**src/rtl/mem_port_arbiter_pkg.sv**
```systemverilog
// Shared definitions for the fetch/data memory port arbiter: FSM encoding,
// access-size codes and read/write encoding.
package ece429_mem_pkg;

    localparam int ADDR_W   = 32;
    localparam int DATA_W   = 32;
    localparam int STARVE_W = 4;

    typedef enum logic [1:0] {
        ST_IDLE   = 2'd0,
        ST_BUSY_F = 2'd1,
        ST_BUSY_D = 2'd2
    } arb_state_e;

    localparam logic [1:0] SIZE_WORD = 2'b11;
    localparam logic [1:0] SIZE_HALF = 2'b10;
    localparam logic [1:0] SIZE_BYTE = 2'b01;

    localparam logic RW_READ  = 1'b0;
    localparam logic RW_WRITE = 1'b1;

    // Both 01 and 00 mean byte; the memory port always sees the canonical code.
    function automatic logic [1:0] norm_size(input logic [1:0] sz);
        case (sz)
            SIZE_WORD: norm_size = SIZE_WORD;
            SIZE_HALF: norm_size = SIZE_HALF;
            default:   norm_size = SIZE_BYTE;
        endcase
    endfunction

endpackage

```
**src/rtl/mem_port_arbiter_if.sv**
```systemverilog
// Bundle of fetch, data and shared-memory-port signals. The arbiter uses the
// master modport; requesters and the memory model use the slave modport.
interface mem_port_arbiter_if;
    import ece429_mem_pkg::*;

    logic              f_req_in;
    logic [ADDR_W-1:0] f_addr_in;
    logic [1:0]        f_access_size_in;
    logic              f_stall_out;
    logic              f_valid_out;
    logic [DATA_W-1:0] f_data_out;

    logic              d_req_in;
    logic              d_rw_in;
    logic [ADDR_W-1:0] d_addr_in;
    logic [DATA_W-1:0] d_wdata_in;
    logic [1:0]        d_access_size_in;
    logic              d_stall_out;
    logic              d_valid_out;
    logic [DATA_W-1:0] d_rdata_out;

    logic              mem_en_out;
    logic              mem_rw_out;
    logic [ADDR_W-1:0] mem_addr_out;
    logic [DATA_W-1:0] mem_wdata_out;
    logic [1:0]        mem_access_size_out;
    logic              mem_ready_in;
    logic [DATA_W-1:0] mem_rdata_in;

    modport master (
        input  f_req_in, f_addr_in, f_access_size_in,
        output f_stall_out, f_valid_out, f_data_out,
        input  d_req_in, d_rw_in, d_addr_in, d_wdata_in, d_access_size_in,
        output d_stall_out, d_valid_out, d_rdata_out,
        output mem_en_out, mem_rw_out, mem_addr_out, mem_wdata_out, mem_access_size_out,
        input  mem_ready_in, mem_rdata_in
    );

    modport slave (
        output f_req_in, f_addr_in, f_access_size_in,
        input  f_stall_out, f_valid_out, f_data_out,
        output d_req_in, d_rw_in, d_addr_in, d_wdata_in, d_access_size_in,
        input  d_stall_out, d_valid_out, d_rdata_out,
        input  mem_en_out, mem_rw_out, mem_addr_out, mem_wdata_out, mem_access_size_out,
        output mem_ready_in, mem_rdata_in
    );

endinterface

```
**src/rtl/mem_port_arbiter_starve_ctr.sv**
```systemverilog
// Counts data grants that happen while fetch is waiting; saturates at limit.
module mem_arb_starve_ctr
    import ece429_mem_pkg::*;
(
    input  logic                clk_in,
    input  logic                reset_in,
    input  logic                inc,
    input  logic                clr,
    input  logic [STARVE_W-1:0] limit,
    output logic                sat
);

    logic [STARVE_W-1:0] count_q, count_d;

    always_comb begin
        count_d = count_q;
        if (clr) begin
            count_d = '0;
        end else if (inc && (count_q < limit)) begin
            count_d = count_q + 1'b1;
        end
    end

    always_ff @(posedge clk_in or posedge reset_in) begin
        if (reset_in) begin
            count_q <= '0;
        end else begin
            count_q <= count_d;
        end
    end

    assign sat = (count_q >= limit);

endmodule

```
**src/rtl/mem_port_arbiter.sv**
```systemverilog
// Arbitrates instruction fetch and data accesses onto one memory port, one
// access outstanding at a time; data has priority unless fetch is starved.
module mem_port_arbiter
    import ece429_mem_pkg::*;
#(
    parameter int STARVE_LIMIT = 4
) (
    input  logic               clk_in,
    input  logic               reset_in,
    mem_port_arbiter_if.master bus
);

    localparam logic [STARVE_W-1:0] LIMIT_C = STARVE_W'(STARVE_LIMIT);

    arb_state_e        state_q, state_d;
    logic [ADDR_W-1:0] addr_q, addr_d;
    logic [DATA_W-1:0] wdata_q, wdata_d;
    logic              rw_q, rw_d;
    logic [1:0]        size_q, size_d;
    logic [DATA_W-1:0] f_data_q, f_data_d;
    logic [DATA_W-1:0] d_rdata_q, d_rdata_d;
    logic              f_valid_q, f_valid_d;
    logic              d_valid_q, d_valid_d;

    logic f_elig, d_elig;
    logic grant_f, grant_d;
    logic starve_inc, starve_clr, starve_sat;

    // A requester whose completion pulse is showing cannot be re-granted yet.
    assign f_elig = bus.f_req_in & ~f_valid_q;
    assign d_elig = bus.d_req_in & ~d_valid_q;

    mem_arb_starve_ctr u_starve_ctr (
        .clk_in   (clk_in),
        .reset_in (reset_in),
        .inc      (starve_inc),
        .clr      (starve_clr),
        .limit    (LIMIT_C),
        .sat      (starve_sat)
    );

    always_comb begin
        state_d    = state_q;
        addr_d     = addr_q;
        wdata_d    = wdata_q;
        rw_d       = rw_q;
        size_d     = size_q;
        f_data_d   = f_data_q;
        d_rdata_d  = d_rdata_q;
        f_valid_d  = 1'b0;
        d_valid_d  = 1'b0;
        grant_f    = 1'b0;
        grant_d    = 1'b0;
        starve_inc = 1'b0;
        starve_clr = 1'b0;

        case (state_q)
            ST_IDLE: begin
                grant_f = f_elig & (~d_elig | starve_sat);
                grant_d = d_elig & ~grant_f;
                if (grant_f) begin
                    state_d = ST_BUSY_F;
                    addr_d  = bus.f_addr_in;
                    rw_d    = RW_READ;
                    size_d  = norm_size(bus.f_access_size_in);
                end else if (grant_d) begin
                    state_d = ST_BUSY_D;
                    addr_d  = bus.d_addr_in;
                    rw_d    = bus.d_rw_in;
                    wdata_d = bus.d_wdata_in;
                    size_d  = norm_size(bus.d_access_size_in);
                end
                starve_inc = grant_d & bus.f_req_in;
                starve_clr = grant_f | ((grant_f | grant_d) & ~bus.f_req_in);
            end
            ST_BUSY_F: begin
                if (bus.mem_ready_in) begin
                    f_data_d  = bus.mem_rdata_in;
                    f_valid_d = 1'b1;
                    state_d   = ST_IDLE;
                end
            end
            ST_BUSY_D: begin
                if (bus.mem_ready_in) begin
                    if (rw_q == RW_READ) begin
                        d_rdata_d = bus.mem_rdata_in;
                    end
                    d_valid_d = 1'b1;
                    state_d   = ST_IDLE;
                end
            end
            default: state_d = ST_IDLE;
        endcase
    end

    always_ff @(posedge clk_in or posedge reset_in) begin
        if (reset_in) begin
            state_q   <= ST_IDLE;
            addr_q    <= '0;
            wdata_q   <= '0;
            rw_q      <= RW_READ;
            size_q    <= '0;
            f_data_q  <= '0;
            d_rdata_q <= '0;
            f_valid_q <= 1'b0;
            d_valid_q <= 1'b0;
        end else begin
            state_q   <= state_d;
            addr_q    <= addr_d;
            wdata_q   <= wdata_d;
            rw_q      <= rw_d;
            size_q    <= size_d;
            f_data_q  <= f_data_d;
            d_rdata_q <= d_rdata_d;
            f_valid_q <= f_valid_d;
            d_valid_q <= d_valid_d;
        end
    end

    assign bus.mem_en_out          = (state_q != ST_IDLE);
    assign bus.mem_rw_out          = rw_q;
    assign bus.mem_addr_out        = addr_q;
    assign bus.mem_wdata_out       = wdata_q;
    assign bus.mem_access_size_out = size_q;

    assign bus.f_stall_out = bus.f_req_in & ~f_valid_q;
    assign bus.f_valid_out = f_valid_q;
    assign bus.f_data_out  = f_data_q;
    assign bus.d_stall_out = bus.d_req_in & ~d_valid_q;
    assign bus.d_valid_out = d_valid_q;
    assign bus.d_rdata_out = d_rdata_q;

endmodule

```
**src/flat_wrapper.sv**
```systemverilog
// flat-port wrapper written by rule: the top's interface ports become plain ports
module mem_port_arbiter_flat import ece429_mem_pkg::*;
#(
    parameter int STARVE_LIMIT = 4
)
  (clk_in, reset_in, bus_f_req_in, bus_f_addr_in, bus_f_access_size_in, bus_f_stall_out, bus_f_valid_out, bus_f_data_out, bus_d_req_in, bus_d_rw_in, bus_d_addr_in, bus_d_wdata_in, bus_d_access_size_in, bus_d_stall_out, bus_d_valid_out, bus_d_rdata_out, bus_mem_en_out, bus_mem_rw_out, bus_mem_addr_out, bus_mem_wdata_out, bus_mem_access_size_out, bus_mem_ready_in, bus_mem_rdata_in);
  mem_port_arbiter_if bus_i ();
  input  logic clk_in;
  input  logic reset_in;
  input wire logic [$bits(bus_i.f_req_in)-1:0] bus_f_req_in;
  input wire logic [$bits(bus_i.f_addr_in)-1:0] bus_f_addr_in;
  input wire logic [$bits(bus_i.f_access_size_in)-1:0] bus_f_access_size_in;
  output wire logic [$bits(bus_i.f_stall_out)-1:0] bus_f_stall_out;
  output wire logic [$bits(bus_i.f_valid_out)-1:0] bus_f_valid_out;
  output wire logic [$bits(bus_i.f_data_out)-1:0] bus_f_data_out;
  input wire logic [$bits(bus_i.d_req_in)-1:0] bus_d_req_in;
  input wire logic [$bits(bus_i.d_rw_in)-1:0] bus_d_rw_in;
  input wire logic [$bits(bus_i.d_addr_in)-1:0] bus_d_addr_in;
  input wire logic [$bits(bus_i.d_wdata_in)-1:0] bus_d_wdata_in;
  input wire logic [$bits(bus_i.d_access_size_in)-1:0] bus_d_access_size_in;
  output wire logic [$bits(bus_i.d_stall_out)-1:0] bus_d_stall_out;
  output wire logic [$bits(bus_i.d_valid_out)-1:0] bus_d_valid_out;
  output wire logic [$bits(bus_i.d_rdata_out)-1:0] bus_d_rdata_out;
  output wire logic [$bits(bus_i.mem_en_out)-1:0] bus_mem_en_out;
  output wire logic [$bits(bus_i.mem_rw_out)-1:0] bus_mem_rw_out;
  output wire logic [$bits(bus_i.mem_addr_out)-1:0] bus_mem_addr_out;
  output wire logic [$bits(bus_i.mem_wdata_out)-1:0] bus_mem_wdata_out;
  output wire logic [$bits(bus_i.mem_access_size_out)-1:0] bus_mem_access_size_out;
  input wire logic [$bits(bus_i.mem_ready_in)-1:0] bus_mem_ready_in;
  input wire logic [$bits(bus_i.mem_rdata_in)-1:0] bus_mem_rdata_in;
  assign bus_i.f_req_in = bus_f_req_in;
  assign bus_i.f_addr_in = bus_f_addr_in;
  assign bus_i.f_access_size_in = bus_f_access_size_in;
  assign bus_f_stall_out = bus_i.f_stall_out;
  assign bus_f_valid_out = bus_i.f_valid_out;
  assign bus_f_data_out = bus_i.f_data_out;
  assign bus_i.d_req_in = bus_d_req_in;
  assign bus_i.d_rw_in = bus_d_rw_in;
  assign bus_i.d_addr_in = bus_d_addr_in;
  assign bus_i.d_wdata_in = bus_d_wdata_in;
  assign bus_i.d_access_size_in = bus_d_access_size_in;
  assign bus_d_stall_out = bus_i.d_stall_out;
  assign bus_d_valid_out = bus_i.d_valid_out;
  assign bus_d_rdata_out = bus_i.d_rdata_out;
  assign bus_mem_en_out = bus_i.mem_en_out;
  assign bus_mem_rw_out = bus_i.mem_rw_out;
  assign bus_mem_addr_out = bus_i.mem_addr_out;
  assign bus_mem_wdata_out = bus_i.mem_wdata_out;
  assign bus_mem_access_size_out = bus_i.mem_access_size_out;
  assign bus_i.mem_ready_in = bus_mem_ready_in;
  assign bus_i.mem_rdata_in = bus_mem_rdata_in;
  mem_port_arbiter #(.STARVE_LIMIT(STARVE_LIMIT)) u_core (.clk_in(clk_in), .reset_in(reset_in), .bus(bus_i));
endmodule
```
**config.mk**
```make
export PLATFORM = sky130hd
export DESIGN_NAME = mem_port_arbiter_flat
export DESIGN_NICKNAME = d
export VERILOG_FILES = /design/src/rtl/mem_port_arbiter_pkg.sv /design/src/rtl/mem_port_arbiter_if.sv /design/src/rtl/mem_port_arbiter_starve_ctr.sv /design/src/rtl/mem_port_arbiter.sv /design/src/flat_wrapper.sv
export SDC_FILE = /design/constraint.sdc
export NUM_CORES = 1
export LEC_CHECK = 0
export ABC_AREA = 1
export BUFFER_PORTS_ARGS = -buffer_cell sky130_fd_sc_hd__buf_2
export CAP_MARGIN = 10
export CORE_MARGIN = 2
export CORE_UTILIZATION = 51
export DETAILED_ROUTE_END_ITERATION = 8
export GPL_ROUTABILITY_DRIVEN = 0
export PLACE_DENSITY = 0.85
export SKIP_LAST_GASP = 1
export SLEW_MARGIN = 40
export SYNTH_ARGS = -nofsm -noshare
export SYNTH_HDL_FRONTEND = slang
export SYNTH_HIERARCHICAL = 1
export SYNTH_SLANG_ARGS = --single-unit
```
**constraint.sdc**
```tcl
create_clock -name clk_in -period 11 [get_ports clk_in]
set_input_delay 1.65 -clock clk_in [delete_from_list [all_inputs] [get_ports clk_in]]
set_output_delay 1.65 -clock clk_in [all_outputs]
set_load 0.1 [all_outputs]
```
==> impl_metrics.py <==
metrics = {
    "floorplanning": {
        "die_height_um": 114.6,
        "die_w_um": 114.6,
        "initial_utilization_pct": 52.18,
        "floorplan.die_area_mm2": 0.01314,
        "rows": 40,
        "boundary_pins": 274,
        "core_region_area_mm2": 0.01196,
    },
    "timing": {
        "worst_slack_ns": 6.493,
        "setup_viol_count_final": 0,
        "final-hold-violation-count": 0,
        "min_period_ns": 4.507,
        "finalSetupTns_ns": 0,
        "report.final.slew_viol_count": 0,
        "max_clock_freq_mhz": 221.9,
        "grt_setup_unrepaired": "false",
        "timing.slew.headroom_pct": 51.69,
        "final_min_period_over_clock_period_pct": 40.97,
        "tightestPinTransition_ns": 0.7238,
        "finClkSkew_ns": 0.009580,
    },
    "synthesis": {
        "cell_area_after_synthesis_mm2": 0.006241,
        "number_of_standard_cells_after_synthesis": 732,
        "syn_avg_cell_area_um2": 8.526,
        "asyncSetResetFlopFracSynth_pct": 100.0,
        "post_synth_fa_ha_maj_area_fraction_pct": 1.604,
        "post-synth-top-area-fraction_pct": 55.73,
        "yosys.cell_count.top_type": "nand2_1",
        "yosys_warnings": 6,
        "simple_gate_share_of_the_synthesized_area_pct": 27.00,
        "post_synth_mux_area_share_pct": 0,
        "synth_sequential_area_ratio_pct": 55.73,
        "synth-edff-count": 0,
        "synthFlopType": "dfrtp_1",
        "most_frequent_cells_after_synthesis": "nand2_1, dfrtp_1, inv_1, nand3_1",
        "synth.lib_cells_used.distinct": 28,
        "synth.largest_area_cell": "dfrtp_1",
        "biggest_area_contributors_in_the_synthesized_netlist": "dfrtp_1, nand2_1, nand3_1, inv_1, nand3b_1",
        "synth_seq_cells": 139,
        "synth_compound_area_share_pct": 5.714,
        "synth_top_family_by_area": "simple AND/OR/NAND/NOR gates",
        "synth_xor_xnor_area_share_pct": 0.1403,
    },
    "critical_path": {
        "count_of_buffer_and_inverter_cells_on_the_critical_path": 3,
        "crit_path_max_incr_delay_ns": 0.55,
        "startpoint_type": "primary input",
        "worst_setup_path_end_kind": "primary output",
        "crit_path_cell_trace": "buf_2 -> nand2_1 -> inv_2 -> buf_2",
        "crit_path_top_cell_by_count": "buf_2",
        "timing.critical_path.max_delay_family": "buffers and inverters",
        "critical_path.max_fanout": 36,
        "critPathRequiredTime_ns": 9.35,
        "r2r_setup_slack_ns": 7.53,
        "criticalPathCategory": "primary input to primary output",
        "worst_path_max_delay_cell": "buf_2",
        "worstReg2RegStart": "u_core/u_starve_ctr/count_q[1]$_DFFE_PP0P_",
        "critPathArrivalTime_ns": 2.86,
        "startpoint": "bus_f_req_in",
    },
    "place": {
        "portBuffers": 273,
        "place_hpwl_mm": 11.15,
        "dp_slack_ns": 6.494,
        "placed_cells_incl_taps": 1117,
        "detailed_place.area_mm2": 0.007595,
    },
    "final_layout": {
        "layout_cell_share_with_drive_strength_beyond_1_pct": 32.63,
        "layoutNonFillerInstCount": 1149,
        "area_growth_pct": 31.03,
        "finalInstanceArea_mm2": 0.008178,
        "nNetsFinal": 1135,
        "num_antenna_cells": 0,
    },
    "clock_tree": {
        "tritoncts_clock_tree": "done",
        "clock_tree.buffer_depth": 2,
        "path_clk_slew_ns": 0.06,
        "cts_setup_buffers": 0,
        "clk_latency_ns": 0.41,
        "cts_resized": 0,
        "clock_tree.htree_level_count": 4,
        "clkSinkCount": 139,
        "cts_root_buf": "clkbuf_16",
        "cts_inserted_buffers": 17,
        "cts.hold.buffers_added": 0,
    },
    "drt": {
        "antenna_violating_nets_post_route": 0,
        "drt_wl_total_mm": 16.17,
        "drt-wirelength-per-cell_um": 14.08,
        "detail_route.first_pass.iterations": 6,
        "drt_iter0_drc": 566,
        "via_count": 5623,
        "avgViaCountPerCell": 4.894,
        "route.detailed.drc": 0,
    },
    "global_routing": {
        "overall_routing_resource_usage_pct": 24.78,
        "grt_pass1_wl_mm": 25.45,
        "first_global_vias": 5385,
        "overflow": 0,
        "maximum_number_of_pins_on_one_net_before_global_route_repair": 80,
        "antenna_found_initial": 0,
    },
    "flow_run": {
        "drv_cap": 0,
    },
    "run_status": {
        "run_status": "completed",
    },
    "worst_hold_path": {
        "min_from": "u_core/bus.mem_wdata_out[28]$_DFFE_PP0P_",
        "hold_path.class": "register to register",
    },
}
-- state kept, by name, summed over array words and instances, names as in the netlist --
signal                          count
u_core/bus.d_rdata_out             32
u_core/bus.f_data_out              32
u_core/bus.mem_addr_out            32
u_core/bus.mem_wdata_out           32
u_core/u_starve_ctr/count_q         4
u_core/bus.mem_access_size_out      2
u_core/state_q                      2
u_core/bus.d_valid_out              1
u_core/bus.f_valid_out              1
u_core/bus.mem_rw_out               1
-- worst min-delay path: stages, from the launching register on --
cell     delay [ns]
dfrtp_1        0.33
nand2_1        0.05
nand2_1        0.05
-- layer usage --
metal / part of all wire, % / GRT usage, % / wire length (um)
met5: 0 / 0 / 0
met3: 6.7 / 6.247 / 1079
met1: 40 / 29.72 / 6467
met4: 2.4 / 10.24 / 383
met2: 51 / 42.56 / 8243
-- through the flow --
stage               hold slack, ns  utilization [%]
global placement            0.4499            63.43
detailed placement          0.4527            63.49
global route                0.4832            68.37
finish                      0.4642            68.37
floorplan                   0.4675                -
CTS                         0.4670            68.37
-- cell type report --
class	instances	area, um2
inverters	91	360.3
clock buffers	18	439.2
well taps	147	183.9
fillers	1003	3784
repair buffers	277	1396
multi-input cells	463	2176
clock inverters	14	143.9
flip-flops and latches	139	3478
-- cells by family (layout without fill, tap and decap cells) --
family          after synthesis  after routing
xor+xnor                      1              1
fa+ha+maj                     8              8
compound gates               69             69
buf+inv                     132            400
flops                       139            139
simple gates                381            381
other cells                   2              4
-- layout by cell type, fill, tap and decap left out, types with 2 or more instances in the layout --
master / instances
nand3b_1: 32
o21ai_0: 33
clkinv_2: 5
ha_1: 8
clkbuf_16: 17
dfrtp_1: 139
nand2_4: 2
inv_1: 84
nand2_1: 261
inv_6: 3
o21ai_1: 33
clkinvlp_4: 2
nand3_1: 74
clkinv_4: 3
buf_2: 273
nand2_2: 3
buf_4: 4
inv_2: 5
conb_1: 4
bufinv_16: 2
nor2_1: 4
-- path summary, 6_finish.rpt --
| kind | endpoint | depth (start not counted) |
|---|---|---|
| max in group asynchronous | u_core/state_q[1]$_DFFE_PP0P_ | 3 |
| min | u_core/bus.mem_wdata_out[28]$_DFFE_PP0P_ | 2 |
| max | bus_f_stall_out | 4 |
| min reg2reg | u_core/bus.mem_wdata_out[28]$_DFFE_PP0P_ | 2 |
| max reg2reg | u_core/u_starve_ctr/count_q[2]$_DFFE_PP0P_ | 14 |
| min in group asynchronous | u_core/u_starve_ctr/count_q[3]$_DFFE_PP0P_ | 2 |
Power is left out: the tool's default activity adds up to more than one toggle a clock period on the data nets, which glitch-free logic cannot reach.
